==> src/rtl/viterbi_ber_monitor.sv <==
// Bit-error-rate monitor for a Viterbi decoder: aligns decoded bits to a history
// of encoder input bits, locks on a run of matches, and counts errors per window.
module viterbi_ber_monitor #(
  parameter int DEPTH       = 64,
  parameter int SYNC_LEN    = 16,
  parameter int WINDOW      = 256,
  parameter int LOSS_THRESH = 32
) (
  input  logic                     clk,
  input  logic                     rst,
  input  logic                     tx_bit_i,
  input  logic                     tx_valid_i,
  input  logic                     rx_bit_i,
  input  logic                     rx_valid_i,
  input  logic                     clear_i,
  output logic                     locked_o,
  output logic [$clog2(DEPTH)-1:0] offset_o,
  output logic [31:0]              bit_cnt_o,
  output logic [31:0]              err_cnt_o,
  output logic [15:0]              win_err_o,
  output logic                     win_done_o
);

  localparam int AW = $clog2(DEPTH);
  localparam int MW = $clog2(SYNC_LEN + 1);
  localparam int WW = $clog2(WINDOW + 1);
  localparam logic [AW:0] FILL_MAX = (AW + 1)'(DEPTH);

  typedef enum logic [1:0] {
    IDLE   = 2'd0,
    SEARCH = 2'd1,
    LOCKED = 2'd2
  } state_t;

  logic          hist_r [DEPTH];
  logic [AW-1:0] wr_ptr_r;
  logic [AW:0]   fill_cnt_r;

  state_t        state_r, state_s;
  logic [AW-1:0] offset_r, offset_s;
  logic [MW-1:0] match_r, match_s;
  logic [WW-1:0] win_cnt_r, win_cnt_s;
  logic [15:0]   win_acc_r, win_acc_s;
  logic [31:0]   bit_cnt_r, bit_cnt_s;
  logic [31:0]   err_cnt_r, err_cnt_s;
  logic [15:0]   win_err_r, win_err_s;
  logic          win_done_r, win_done_s;
  logic          locked_r;

  logic [AW-1:0] ref_idx_s;
  logic          ref_bit_s;
  logic          cmp_s;
  logic          miss_s;

  function automatic logic [31:0] sat_inc32(input logic [31:0] v);
    if (v == 32'hFFFF_FFFF) begin
      return v;
    end else begin
      return v + 32'd1;
    end
  endfunction

  // Offset 0 addresses the newest stored bit, read before this cycle's write lands.
  assign ref_idx_s = wr_ptr_r - AW'(1) - offset_r;
  assign ref_bit_s = hist_r[ref_idx_s];
  assign cmp_s     = rx_valid_i && (fill_cnt_r > {1'b0, offset_r});
  assign miss_s    = rx_bit_i ^ ref_bit_s;

  // History storage; contents are not reset and survive clear_i.
  always_ff @(posedge clk) begin
    if (tx_valid_i) begin
      hist_r[wr_ptr_r] <= tx_bit_i;
    end
  end

  // Write pointer and saturating fill level.
  always_ff @(posedge clk or negedge rst) begin
    if (!rst) begin
      wr_ptr_r   <= {AW{1'b0}};
      fill_cnt_r <= {(AW + 1){1'b0}};
    end else if (tx_valid_i) begin
      wr_ptr_r <= wr_ptr_r + AW'(1);
      if (fill_cnt_r != FILL_MAX) begin
        fill_cnt_r <= fill_cnt_r + (AW + 1)'(1);
      end
    end
  end

  // Alignment FSM, counters and window bookkeeping.
  always_comb begin
    state_s    = state_r;
    offset_s   = offset_r;
    match_s    = match_r;
    win_cnt_s  = win_cnt_r;
    win_acc_s  = win_acc_r;
    bit_cnt_s  = bit_cnt_r;
    err_cnt_s  = err_cnt_r;
    win_err_s  = win_err_r;
    win_done_s = 1'b0;
    if (clear_i) begin
      state_s   = IDLE;
      offset_s  = {AW{1'b0}};
      match_s   = {MW{1'b0}};
      win_cnt_s = {WW{1'b0}};
      win_acc_s = 16'd0;
      bit_cnt_s = 32'd0;
      err_cnt_s = 32'd0;
      win_err_s = 16'd0;
    end else begin
      case (state_r)
        IDLE: begin
          if (tx_valid_i) begin
            state_s  = SEARCH;
            offset_s = {AW{1'b0}};
            match_s  = {MW{1'b0}};
          end else begin
            state_s = IDLE;
          end
        end
        SEARCH: begin
          if (cmp_s && !miss_s) begin
            match_s = match_r + MW'(1);
            if (match_s == MW'(SYNC_LEN)) begin
              state_s   = LOCKED;
              match_s   = {MW{1'b0}};
              win_cnt_s = {WW{1'b0}};
              win_acc_s = 16'd0;
            end else begin
              state_s = SEARCH;
            end
          end else if (cmp_s) begin
            match_s  = {MW{1'b0}};
            offset_s = offset_r + AW'(1);
          end else begin
            state_s = SEARCH;
          end
        end
        LOCKED: begin
          if (cmp_s) begin
            bit_cnt_s = sat_inc32(bit_cnt_r);
            if (miss_s) begin
              err_cnt_s = sat_inc32(err_cnt_r);
              win_acc_s = win_acc_r + 16'd1;
            end else begin
              win_acc_s = win_acc_r;
            end
            win_cnt_s = win_cnt_r + WW'(1);
            // The closing compare is already folded into win_acc_s here.
            if (win_cnt_s == WW'(WINDOW)) begin
              win_err_s  = win_acc_s;
              win_done_s = 1'b1;
              win_cnt_s  = {WW{1'b0}};
              win_acc_s  = 16'd0;
              if (win_err_s > 16'(LOSS_THRESH)) begin
                state_s = SEARCH;
                match_s = {MW{1'b0}};
              end else begin
                state_s = LOCKED;
              end
            end else begin
              state_s = LOCKED;
            end
          end else begin
            state_s = LOCKED;
          end
        end
        default: begin
          state_s = IDLE;
        end
      endcase
    end
  end

  // State and output registers.
  always_ff @(posedge clk or negedge rst) begin
    if (!rst) begin
      state_r    <= IDLE;
      offset_r   <= {AW{1'b0}};
      match_r    <= {MW{1'b0}};
      win_cnt_r  <= {WW{1'b0}};
      win_acc_r  <= 16'd0;
      bit_cnt_r  <= 32'd0;
      err_cnt_r  <= 32'd0;
      win_err_r  <= 16'd0;
      win_done_r <= 1'b0;
      locked_r   <= 1'b0;
    end else begin
      state_r    <= state_s;
      offset_r   <= offset_s;
      match_r    <= match_s;
      win_cnt_r  <= win_cnt_s;
      win_acc_r  <= win_acc_s;
      bit_cnt_r  <= bit_cnt_s;
      err_cnt_r  <= err_cnt_s;
      win_err_r  <= win_err_s;
      win_done_r <= win_done_s;
      locked_r   <= (state_s == LOCKED);
    end
  end

  assign locked_o   = locked_r;
  assign offset_o   = offset_r;
  assign bit_cnt_o  = bit_cnt_r;
  assign err_cnt_o  = err_cnt_r;
  assign win_err_o  = win_err_r;
  assign win_done_o = win_done_r;

endmodule
==> config.mk <==
export PLATFORM = sky130hd
export DESIGN_NAME = viterbi_ber_monitor
export DESIGN_NICKNAME = d
export VERILOG_FILES = /design/src/rtl/viterbi_ber_monitor.sv
export SDC_FILE = /design/constraint.sdc
export NUM_CORES = 1
export LEC_CHECK = 0
export BUFFER_PORTS_ARGS = -buffer_cell sky130_fd_sc_hd__buf_4
export CORE_MARGIN = 1
export CORE_UTILIZATION = 30
export CTS_CLUSTER_SIZE = 25
export DETAILED_ROUTE_END_ITERATION = 16
export MAX_ROUTING_LAYER = met4
export PLACE_DENSITY = 0.44
export RECOVER_POWER = 100
export SKIP_CTS_REPAIR_TIMING = 1
export SLEW_MARGIN = 10
export SYNTH_ARGS = -nofsm -noshare
export SYNTH_HDL_FRONTEND = slang
export SYNTH_SLANG_ARGS = --single-unit
==> constraint.sdc <==
create_clock -name clk -period 7.6 [get_ports clk]
set_clock_uncertainty 0.15 [all_clocks]
set_input_delay 0.38 -clock clk [delete_from_list [all_inputs] [get_ports clk]]
set_output_delay 0.38 -clock clk [all_outputs]
set_load 0.05 [all_outputs]
# After elaboration in Yosys (flattened, before gate mapping)
# Memories as Yosys holds them, arrays and structs flattened.
# Index checks and enable logic that the tools add are counted.
# W data, S select, Z words.
# totals
reg_bits	133
mem_bits_rw	64
out_inout_bits	88
word_cells	121
inputBits	7
mem_count	1
# mem_list
name	words	word_bits	read_ports	rd_ports_with_merged_regs	wr	line	source
hist_r	64	1	1	0	1	35	logic hist_r [DEPTH];
# op_classes
n_bitwise	1
reduce_logical	18
n_eq_ne	19
magnitude_cmp	2
n_mux	58
add_sub_neg	10
# op_table
cell	n
$mux W32	9
$mux W16	13
$add A32 B1 Y32 const B	2
$eq A32 B32 Y1 const B	2
$mux W9	5
$mux W5	8
$pmux W16 S2	1
$mux W6	4
$ne A3 B3 Y1 const B	8
$pmux W9 S2	1
$add A16 B1 Y16 const B	1
$gt A16 B6 Y1 const B	1
$pmux W5 S3	1
$mux W2	7
$add A6 B1 Y6 const B	2
$pmux W6 S2	1
$reduce_and A4 Y1	3
$add A9 B1 Y9 const B	1
$eq A9 B9 Y1 const B	1
$reduce_bool A2 Y1	4
$add A7 B1 Y7 const B	1
$gt A7 B6 Y1	1
$mux W1	7
$ne A7 B7 Y1 const B	1
other kinds (18)	23

# Logic depth before layout (Yosys ltp)
# Gate-level depths: netlist (run 1).
# An unclocked memory read counts as a cell.
# depth
ltp_word	15
ltp_mapped	18
mapped_depth_nobuf	13

# Worst setup path after synthesis (run 1)
# OpenSTA, ideal clock, no wires.
# synth_path
kind	reg2reg
from	register offset_r[0], in the netlist offset_o[0]
to	register err_cnt_r[20], in the netlist err_cnt_o[20]
t_required_ns	7.318
n_path_buf	4
arrival_time_ns	4.538
path_stages_with_launch	18
setup_time_ns	0.132
synth_period_minus_slack_ns	4.820
setup_slack_ns	2.780
cell_sequence	dfrtp_1 -> inv_1 -> ha_1 -> fa_1 -> xor2_2 -> buf_6 -> mux4_2 -> o21a_1 -> a311o_1 -> and4_1 -> or4_1 -> buf_6 -> buf_2 -> and3_1 -> clkbuf_1 -> nand4_1 -> xor2_1 -> nor2_1
# synth_between
elab_chain_cells	5
word_cells_on_any_way	8
cone_classes	1 x add/sub; 1 x order compare; 1 x bitwise; 4 x reduce/logical; 1 x memory
# synth_rtl
item	line	source
start, declared	40	logic [AW-1:0] offset_r, offset_s;
start signal, assigned	178	offset_r <= {AW{1'b0}};
start signal, assigned	189	offset_r <= offset_s;
$sub A6 B6 Y6	64	assign ref_idx_s = wr_ptr_r - AW'(1) - offset_r;
$mem_v2 Z64 W1	--	
$xor A1 B1 Y1	67	assign miss_s = rx_bit_i ^ ref_bit_s;
$reduce_bool A2 Y1 (no source line)	--	
$reduce_and A4 Y1 (no source line) (*)	--	
end signal, assigned	194	err_cnt_r <= err_cnt_s;
end, declared	45	logic [31:0] err_cnt_r, err_cnt_s;
# Mark *: on every way between the ends. The rest lies on a longest branch, timed or not.
# A chain may end at the register's enable or synchronous reset.

# Final worst setup path (run 1)
# layout_path
from	register offset_r[0], in the netlist offset_o[0]
to	register win_cnt_r[5]
# layout_between
elab_chain_cells	7
word_cells_on_any_way	10
cone_classes	1 x add/sub; 1 x order compare; 2 x eq/ne; 1 x bitwise; 4 x reduce/logical; 1 x memory
# layout_rtl
item	line	source
$sub A6 B6 Y6	64	
$mem_v2 Z64 W1	--	
$xor A1 B1 Y1	67	
$logic_not A1 Y1	121	if (cmp_s && !miss_s) begin
$logic_and A1 B1 Y1	121	
$ne A3 B3 Y1 (no source line)	--	
$reduce_and A4 Y1 (no source line) (*)	--	
end signal, assigned	180	win_cnt_r <= {WW{1'b0}};
end signal, assigned	191	win_cnt_r <= win_cnt_s;
end, declared	42	logic [WW-1:0] win_cnt_r, win_cnt_s;
# Marks and branches as above.

==> reports/qor.yml, run 1 <==
grt:
  grt_pass1_vias: 7656
  grt_max_degree: 83
  track_usage_pct: 16.0
  grt_first_pass_wirelength_um: 43500
  overflow: 0
  antenna_found_initial: 0
synthesis:
  synth_edf_count: 64
  synthMuxAreaShare_pct: 4.78
  yosysTopAreaCellShare_pct: 31.6
  synth_xor_area_share_pct: 6.81
  async_flop_share_pct: 67.5
  ys_ff_latch: 197
  syn-num-nets: 1086
  synth-simple-area-share_pct: 20.9
  synth_top_area_cell: "dfrtp_1"
  syn_area_per_cell_um2: 9.95
  synth_area_leaders: "dfrtp_1 32%, edfxtp_1 18%, nor2_1 5.9%"
  yosys.area_share.adder_pct: 2.57
  synth_warnings: 0
  synth_cell_types: 71
  ys_seq_area_share_pct: 49.9
  ys.flop_type: "dfrtp_1"
  synth_top_family_by_area: "simple AND/OR/NAND/NOR gates"
  syn-cell-area_um2: 10500
  synth_compound_area_share_pct: 11.3
  synth_cells: 1058
min_path:
  min_path_cells: 2
  hp-class: "input pin to register"
  whs_endpoint: "wr_ptr_r[0]"
  hp-start: "tx_valid_i"
clock_network:
  clk_pin_slew_ps: 80
  htreeDepth: 4
  clockBufferDepth: 2
  numCtsBuffers: 17
  cts_tree: "yes"
  clkSinkCount: 197
  cts_root_buf: "clkbuf_16"
  insertion_delay_ps: 450
drt:
  antenna_left: 0
  post_drt_wl_per_cell_um: 17.1
  drc: 0
  firstDrtPassIters: 7
  routed_via_density: 5.01
  wirelength_um: 27200
  drt_iter0_drc: 392
  via_count: 7956
flow_run:
  maxCapViolCount: 4
setup_path:
  reg2reg_to: "win_cnt_r[5]"
  crit_family: "adder cells"
  critPathKind: "register to register"
  end_kind: "register"
  startpoint_type: "register"
  worst-r2r-setup-slack_ps: 1210
  slowest_stage: "fa_1"
  cp_slowest_stage_delay_ps: 1140
  cp.arrival_ps: 6540
  rr_worst_depth: 14
  crit_top_cell: "clkbuf_1"
  reg2reg_from: "offset_o[0]"
  critPathMaxFanout: 30
  worstPathRequired_ps: 7750
  critPathBufInv: 3
  critical_path.cell_chain: "inv_1 > ha_1 > fa_1 > mux2i_1 > mux4_2 > o21a_1 > a311o_1 > a211oi_1 > nor4_1 > clkbuf_1 > a311oi_2 > clkbuf_1 > or2_0 > o21ai_0"
final_layout:
  syn_to_final_growth_pct: 12.0
  nNetsFinal: 1149
  diodes: 0
  fill_cells: 3671
  drive_gt1_share_pct: 5.38
sta:
  timing.slew.headroom_pct: -170
  drv_slew: 235
  setup_slack_ps: 1210
  rsz0062_at_grt: "no"
  period_needed_ps: 6390
  tns_ps: 0
  final-hold-violation-count: 0
  fin_crit_sh_pct: 84.1
  setup_viol: 0
  fmax_mhz: 156
  worstMarginPinSlew_ps: 4050
floorplanning:
  die-height_um: 189
  rows: 68
  die_w_um: 189
  core-area_um2: 34500
  initial_core_util_pct: 30.5
  die_area_um2: 35800
  ioPinCount: 95
placement:
  portBuffers: 94
  dp_hpwl_um: 18200
  dp_slack_ps: 1860
  gp_congestion: 0.785
run_status:
  status: "finished with violations"
  violations: "max-capacitance violations, max-slew violations"
pwr:
  powerDensity_nw_per_um2: 276
  leakagePower_uw: 0.00428
  peakVddDrop_mv: 0.177
[worst reg2reg max path, stage by stage, from the launching register on]
cell      delay [ps]
dfrtp_1          450
inv_1             90
ha_1             230
fa_1            1140
mux2i_1          190
mux4_2           530
o21a_1           120
a311o_1          360
a211oi_1         380
nor4_1           110
clkbuf_1         240
a311oi_2         280
clkbuf_1         970
or2_0            810
o21ai_0          190
[worst max path at each step]
| stage | start | to | slack, ps | depth (start not counted) |
|---|---|---|---|---|
| after global placement | offset_o[0] | match_r[3] | 2090 | 14 |
| after global routing | offset_o[0] | win_cnt_r[5] | 770 | 14 |
| after floorplan | offset_o[0] | err_cnt_o[20] | 2780 | 17 |
| after detailed placement | offset_o[0] | match_r[1] | 1860 | 14 |
| after CTS | offset_o[0] | match_r[0] | 1800 | 14 |
| final | offset_o[0] | win_cnt_r[5] | 1210 | 14 |
[Yosys cell counts, types with 4 or more instances]
cell type / number
nor2_1: 165
dfrtp_1: 133
nand2_1: 82
edfxtp_1: 64
xnor2_1: 59
o21ai_0: 49
clkbuf_1: 45
nand3_1: 45
a21oi_1: 41
inv_1: 31
nor3_1: 31
o21ai_1: 23
nand4_1: 22
mux2i_1: 21
xor2_1: 21
and3_1: 20
ha_1: 20
o31ai_1: 15
nor4_1: 13
or3_1: 13
mux4_2: 12
nor4b_1: 9
and4_1: 8
nand2b_1: 8
o21a_1: 8
nor3b_1: 7
a311o_1: 6
a31oi_1: 6
and2_1: 6
o211ai_1: 6
a211oi_1: 5
buf_6: 4
nand3b_1: 4
nor2b_1: 4
[final cells by class]
cell class / instances / area (um2) / share of cell area (%)
sequential: 197 / 5250 / 44.5
inverter: 31 / 116 / 0.987
timing repair buffer: 101 / 409 / 3.47
clock buffer: 17 / 425 / 3.61
multi-input combinational: 773 / 4840 / 41.1
tap: 455 / 569 / 4.83
clock inverter: 15 / 175 / 1.49
[power by group]
group	switching [uW]	total [uW]	leakage [uW]	internal, uW
clock	451	946	0.000286	495
combinational	628	1070	0.00158	440
sequential	97.8	1240	0.00241	1140
total	1180	3260	0.00428	2080
[layout by cell type, fill, tap and decap left out, drive strengths merged, types with 6 or more instances in the layout]
master,instances
o211ai,6
and2,7
a21oi,41
nor2,165
a311o,6
o21ai,72
inv,35
buf,6
o31ai,15
o21a,8
xnor2,59
or3,14
nand3,45
nand2b,8
nor3,31
nor4,14
edfxtp,64
dfrtp,133
nand2,82
and4,9
a31oi,7
mux2i,21
nor3b,7
xor2,22
a211oi,7
nand4,22
clkinv,6
nor4b,10
mux4,12
ha,20
and3,20
clkbuf,111
[metal layers]
metal,vias to the layer above,global-route usage [%],share of wire (%)
li1,3916,-,-
met1,3908,21.6,49
met2,114,24.5,46
met3,18,3.21,3.5
met4,0,4.31,1.1
met5,-,-,0
[through the flow]
stage / std cells / total power [uW] / utilization [%] / hold WS [ps] / cell area, um2
after floorplan: 1058 / 2160 / - / -65.6 / 10500
after global placement: 1556 / 2370 / 33.5 / 321 / 11600
after detailed placement: 1556 / 2380 / 33.5 / 309 / 11600
after CTS: 1588 / 3340 / 35.2 / -181 / 12200
after global routing: 1589 / 3440 / 34.1 / 133 / 11800
final: 1589 / 3260 / 34.1 / 131 / 11800
[flip-flops by register name, summed over array words and instances, names as in the netlist]
signal      flops
bit_cnt_o      32
err_cnt_o      32
fill_cnt_r      7
hist_r         64
locked_o        1
match_r         5
offset_o        6
state_r         2
win_acc_r      16
win_cnt_r       9
win_done_o      1
win_err_o      16
wr_ptr_r        6
[kinds of logic (layout without fill, tap and decap cells)]
family          after synthesis  in the layout
mux                          35             35
xor+xnor                     81             81
simple gates                450            450
flops                       197            197
compound gates              186            186
fa+ha+maj                    21             21
buf+inv                      88            164
Note: power is estimated with default switching activity, not from simulation.
==> run 2, diff against run 1 <==
--- a/config.mk
+++ b/config.mk
@@ -5,13 +5,14 @@
 export SDC_FILE = /design/constraint.sdc
 export NUM_CORES = 1
 export LEC_CHECK = 0
+export ABC_AREA = 1
 export BUFFER_PORTS_ARGS = -buffer_cell sky130_fd_sc_hd__buf_4
 export CORE_MARGIN = 1
 export CORE_UTILIZATION = 30
 export CTS_CLUSTER_SIZE = 25
 export DETAILED_ROUTE_END_ITERATION = 16
 export MAX_ROUTING_LAYER = met4
-export PLACE_DENSITY = 0.44
+export PLACE_DENSITY = 0.45
 export RECOVER_POWER = 100
 export SKIP_CTS_REPAIR_TIMING = 1
 export SLEW_MARGIN = 10
==> constraint.sdc (replaced) <==
create_clock -name clk -period 5.5 [get_ports clk]
set_clock_uncertainty 0.15 [all_clocks]
set_input_delay 0.275 -clock clk [delete_from_list [all_inputs] [get_ports clk]]
set_output_delay 0.275 -clock clk [all_outputs]
set_load 0.05 [all_outputs]
==> run 2 against run 1 <==
  * The run still ends with max-capacitance violations, max-slew violations left
  * Sequential cell count is the same
  * Clock power increased by 34%
  * Global-route usage rose by 1.7 points
  * Combinational power is 83% higher
  * Via count up 19%
  * Core utilization is 0.25 points higher
  * Die area rose by 3.3%
  * Area after synthesis increased by 3.3%
  * Sequential power up 36%
  * First-iteration DRC count up 61%
  * Power up 51%
  * Non-clock buffer count is the same
  * Critical path type unchanged
  * Largest power group is now combinational logic
==> reports/qor.yml, run 2 <==
sta:
  fmax_mhz: 212  # was 156 MHz
  hold_ws_ps: 158  # was 131 ps
  worstMarginPinSlew_ps: 2450  # was 4050 ps
  drv_slew: 151  # was 235
  fin_crit_sh_pct: 85.9  # was 84.1%
  timing.slew.headroom_pct: -63.3  # was -170%
  setup_viol: 0  # unchanged
  final-hold-violation-count: 0  # unchanged
  tns_ps: 0  # unchanged
  rsz0062_at_grt: "no"  # unchanged
  period_needed_ps: 4720  # was 6390 ps
floorplanning:
  die_area_um2: 37000  # was 35800 um2
  core-area_um2: 35600  # was 34500 um2
  initial_core_util_pct: 30.6  # was 30.5%
  die_w_um: 192  # was 189 um
  ioPinCount: 95  # unchanged
  rows: 69  # was 68
  die-height_um: 192  # was 189 um
setup_path:
  critPathMaxFanout: 23  # was 30
  startpoint_type: "register"  # unchanged
  critical_path.cell_chain: "ha_1 > fa_1 > inv_4 > nand3_1 > nand3_1 > nand2_1 > nand2_1 > nand3_1 > nand3_1 > nand2_4 > nand2_1 > nand2_2 > nand2_2 > nand2_1 > and3_1 > nand3_2 > o21ai_0"  # was inv_1 > ha_1 > fa_1 > mux2i_1 > mux4_2 > o21a_1 > a311o_1 > a211oi_1 > nor4_1 > clkbuf_1 > a311oi_2 > clkbuf_1 > or2_0 > o21ai_0
  worstPathRequired_ps: 5700  # was 7750 ps
  crit_family: "simple AND/OR/NAND/NOR gates"  # was adder cells
  critPathKind: "register to register"  # unchanged
  critPathBufInv: 1  # was 3
  cp_slowest_stage_delay_ps: 1010  # was 1140 ps
  worst-path-stages: 17  # was 14
  rr_worst_depth: 17  # was 14
  slowest_stage: "fa_1"  # unchanged
  end_kind: "register"  # unchanged
  cp.arrival_ps: 4920  # was 6540 ps
drt:
  routed_via_density: 4.96  # was 5.01
  antenna_left: 0  # unchanged
  via_count: 9493  # was 7956
  drc: 0  # unchanged
  firstDrtPassIters: 5  # was 7
  wirelength_um: 30900  # was 27200 um
  post_drt_wl_per_cell_um: 16.1  # was 17.1 um
  drt_iter0_drc: 631  # was 392
clock_network:
  insertion_delay_ps: 450  # about the same
  cts_tree: "yes"  # unchanged
  numCtsBuffers: 17  # unchanged
  clk_pin_slew_ps: 70  # was 80 ps
  cts_root_buf: "clkbuf_16"  # unchanged
  clockBufferDepth: 2  # unchanged
  clkSinkCount: 197  # unchanged
  htreeDepth: 4  # unchanged
final_layout:
  syn_to_final_growth_pct: 12.5  # was 12.0%
  diodes: 0  # unchanged
  nNetsFinal: 1468  # was 1149
  utilization_pct: 34.4  # was 34.1%
  largest_register_ffs: 64  # unchanged
  drive_gt1_share_pct: 4.54  # was 5.38%
  design_area_um2: 12200  # was 11800 um2
  top_register: "hist_r"  # unchanged
  final_common_cell: "nand2_1"  # was nor2_1
  final_cell_mix: "313 x nand2_1, 159 x nor2_1, 156 x inv_1"  # was 165 x nor2_1, 133 x dfrtp_1, 93 x clkbuf_1
min_path:
  min_path_cells: 2  # unchanged
  hp-class: "input pin to register"  # unchanged
run_status:
  violations: "max-capacitance violations, max-slew violations"  # unchanged
  status: "finished with violations"  # unchanged
placement:
  gp_congestion: 0.826  # was 0.785
  dp_hpwl_um: 22000  # was 18200 um
  place_area_um2: 12000  # was 11600 um2
  portBuffers: 94  # unchanged
synthesis:
  synth_most_common_cell: "nand2_1"  # was nor2_1
  synth_compound_area_share_pct: 7.83  # was 11.3%
  syn-num-nets: 1378  # was 1086
  ys_ff_latch: 197  # unchanged
  yosys.area_share.adder_pct: 2.49  # was 2.57%
  synth_warnings: 0  # unchanged
  synth-simple-area-share_pct: 31.1  # was 20.9%
  synth_top_area_cell: "dfrtp_1"  # unchanged
  ys.flop_type: "dfrtp_1"  # unchanged
  synth_cell_types: 48  # was 71
  ys_top_cells_by_count: "311 x nand2_1, 157 x nor2_1, 153 x inv_1, 138 x nand3_1, 133 x dfrtp_1"  # was 165 x nor2_1, 133 x dfrtp_1, 82 x nand2_1, 64 x edfxtp_1, 59 x xnor2_1
  synth_edf_count: 64  # unchanged
  synthMuxAreaShare_pct: 0  # was 4.78%
  syn_area_per_cell_um2: 8.05  # was 9.95 um2
  async_flop_share_pct: 67.5  # unchanged
  synth_cells: 1350  # was 1058
  synth_xor_area_share_pct: 3.14  # was 6.81%
  yosysTopAreaCellShare_pct: 30.6  # was 31.6%
  synth_area_leaders: "dfrtp_1 31%, edfxtp_1 18%, nand2_1 11%"  # was dfrtp_1 32%, edfxtp_1 18%, nor2_1 5.9%
  syn-cell-area_um2: 10900  # was 10500 um2
  ys_seq_area_share_pct: 48.3  # was 49.9%
  synth_top_family_by_area: "simple AND/OR/NAND/NOR gates"  # unchanged
grt:
  grt_first_pass_wirelength_um: 49900  # was 43500 um
  grt_pass1_vias: 9077  # was 7656
  track_usage_pct: 17.8  # was 16.0%
  grt_max_degree: 86  # was 83
  antenna_found_initial: 0  # unchanged
  overflow: 0  # unchanged
pwr:
  peakVddDrop_mv: 0.212  # was 0.177 mV
  leakagePower_uw: 0.00495  # was 0.00428 uW
  powerDensity_nw_per_um2: 402  # was 276 nW/um2
flow_run:
  maxCapViolCount: 2  # was 4
==> run 2: cell types whose count changed in the layout (fill, tap and decap cells not counted), sizes merged, moves of 18 or more <==
cell / previous run / this run
nand2: 82 / 320
inv: 35 / 170
nand3: 45 / 144
xnor2: 59 / 4
nor3: 31 / 56
mux2i: 21 / 0
o22ai: 0 / 19
and3: 20 / 2
==> run 2: path summary, 6_finish.rpt <==
| kind | from | to | slack (ps) |
|---|---|---|---|
| worst max-delay path | wr_ptr_r[0] | win_cnt_r[1] | 780 |
| worst min-delay path | clear_i | state_r[1] | 160 |
| worst max register to register | wr_ptr_r[0] | win_cnt_r[1] | 780 |
| worst min register to register | match_r[4] | match_r[4] | 340 |
| max in group asynchronous | rst | bit_cnt_o[18] | 2100 |
| min in group asynchronous | rst | err_cnt_o[7] | 880 |
==> run 2: through the flow <==
stage | setup slack [ps] | total power (uW) | instances
final | 776 | 4920 | 1914
after global routing | 316 | 5310 | 1914
after CTS | 1010 | 5030 | 1912
after detailed placement | 999 | 3750 | 1880
after global placement | 1110 | 3740 | 1880
after floorplan | 1800 | 3240 | 1350
==> run 2: cells by family after synthesis <==
group                      Yosys count
AOI/OAI and AO/OA                  152
xor gates and xnor gates            39
buffers and inverters              194
and+or+nand+nor                    747
DFF                                197
adders and majority gates           21
==> run 2: power by group <==
group / total [uW] / internal [uW] / switching, uW / leakage (uW)
clock: 1270 / 646 / 620 / 0.000275
combinational: 1960 / 554 / 1410 / 0.00228
sequential: 1690 / 1590 / 105 / 0.00240
total: 4920 / 2790 / 2130 / 0.00495
==> run 2: area by class of cell <==
type / instances / area [um2]
clock buffers: 19 / 443
well taps: 461 / 577
inverters: 164 / 621
clock inverters: 13 / 123
repair buffers: 101 / 420
multi-input cells: 959 / 4800
fillers: 3866 / 23300
flip-flops and latches: 197 / 5250
==> run 2: worst register-to-register path, cell delays in order (launching register included) <==
cell	delay [ps]
dfrtp_1	510
ha_1	290
fa_1	1010
inv_4	210
nand3_1	140
nand3_1	70
nand2_1	90
nand2_1	50
nand3_1	100
nand3_1	290
nand2_4	170
nand2_1	170
nand2_2	250
nand2_2	100
nand2_1	60
and3_1	190
nand3_2	450
o21ai_0	340
==> run 2: routing by layer <==
metal | track usage [%] | vias up | wire, um
met5 | - | - | 0
met4 | 5.03 | 0 | 566
met3 | 2.96 | 29 | 1290
met2 | 26.7 | 207 | 13900
met1 | 24.6 | 4566 | 15100
li1 | - | 4691 | -
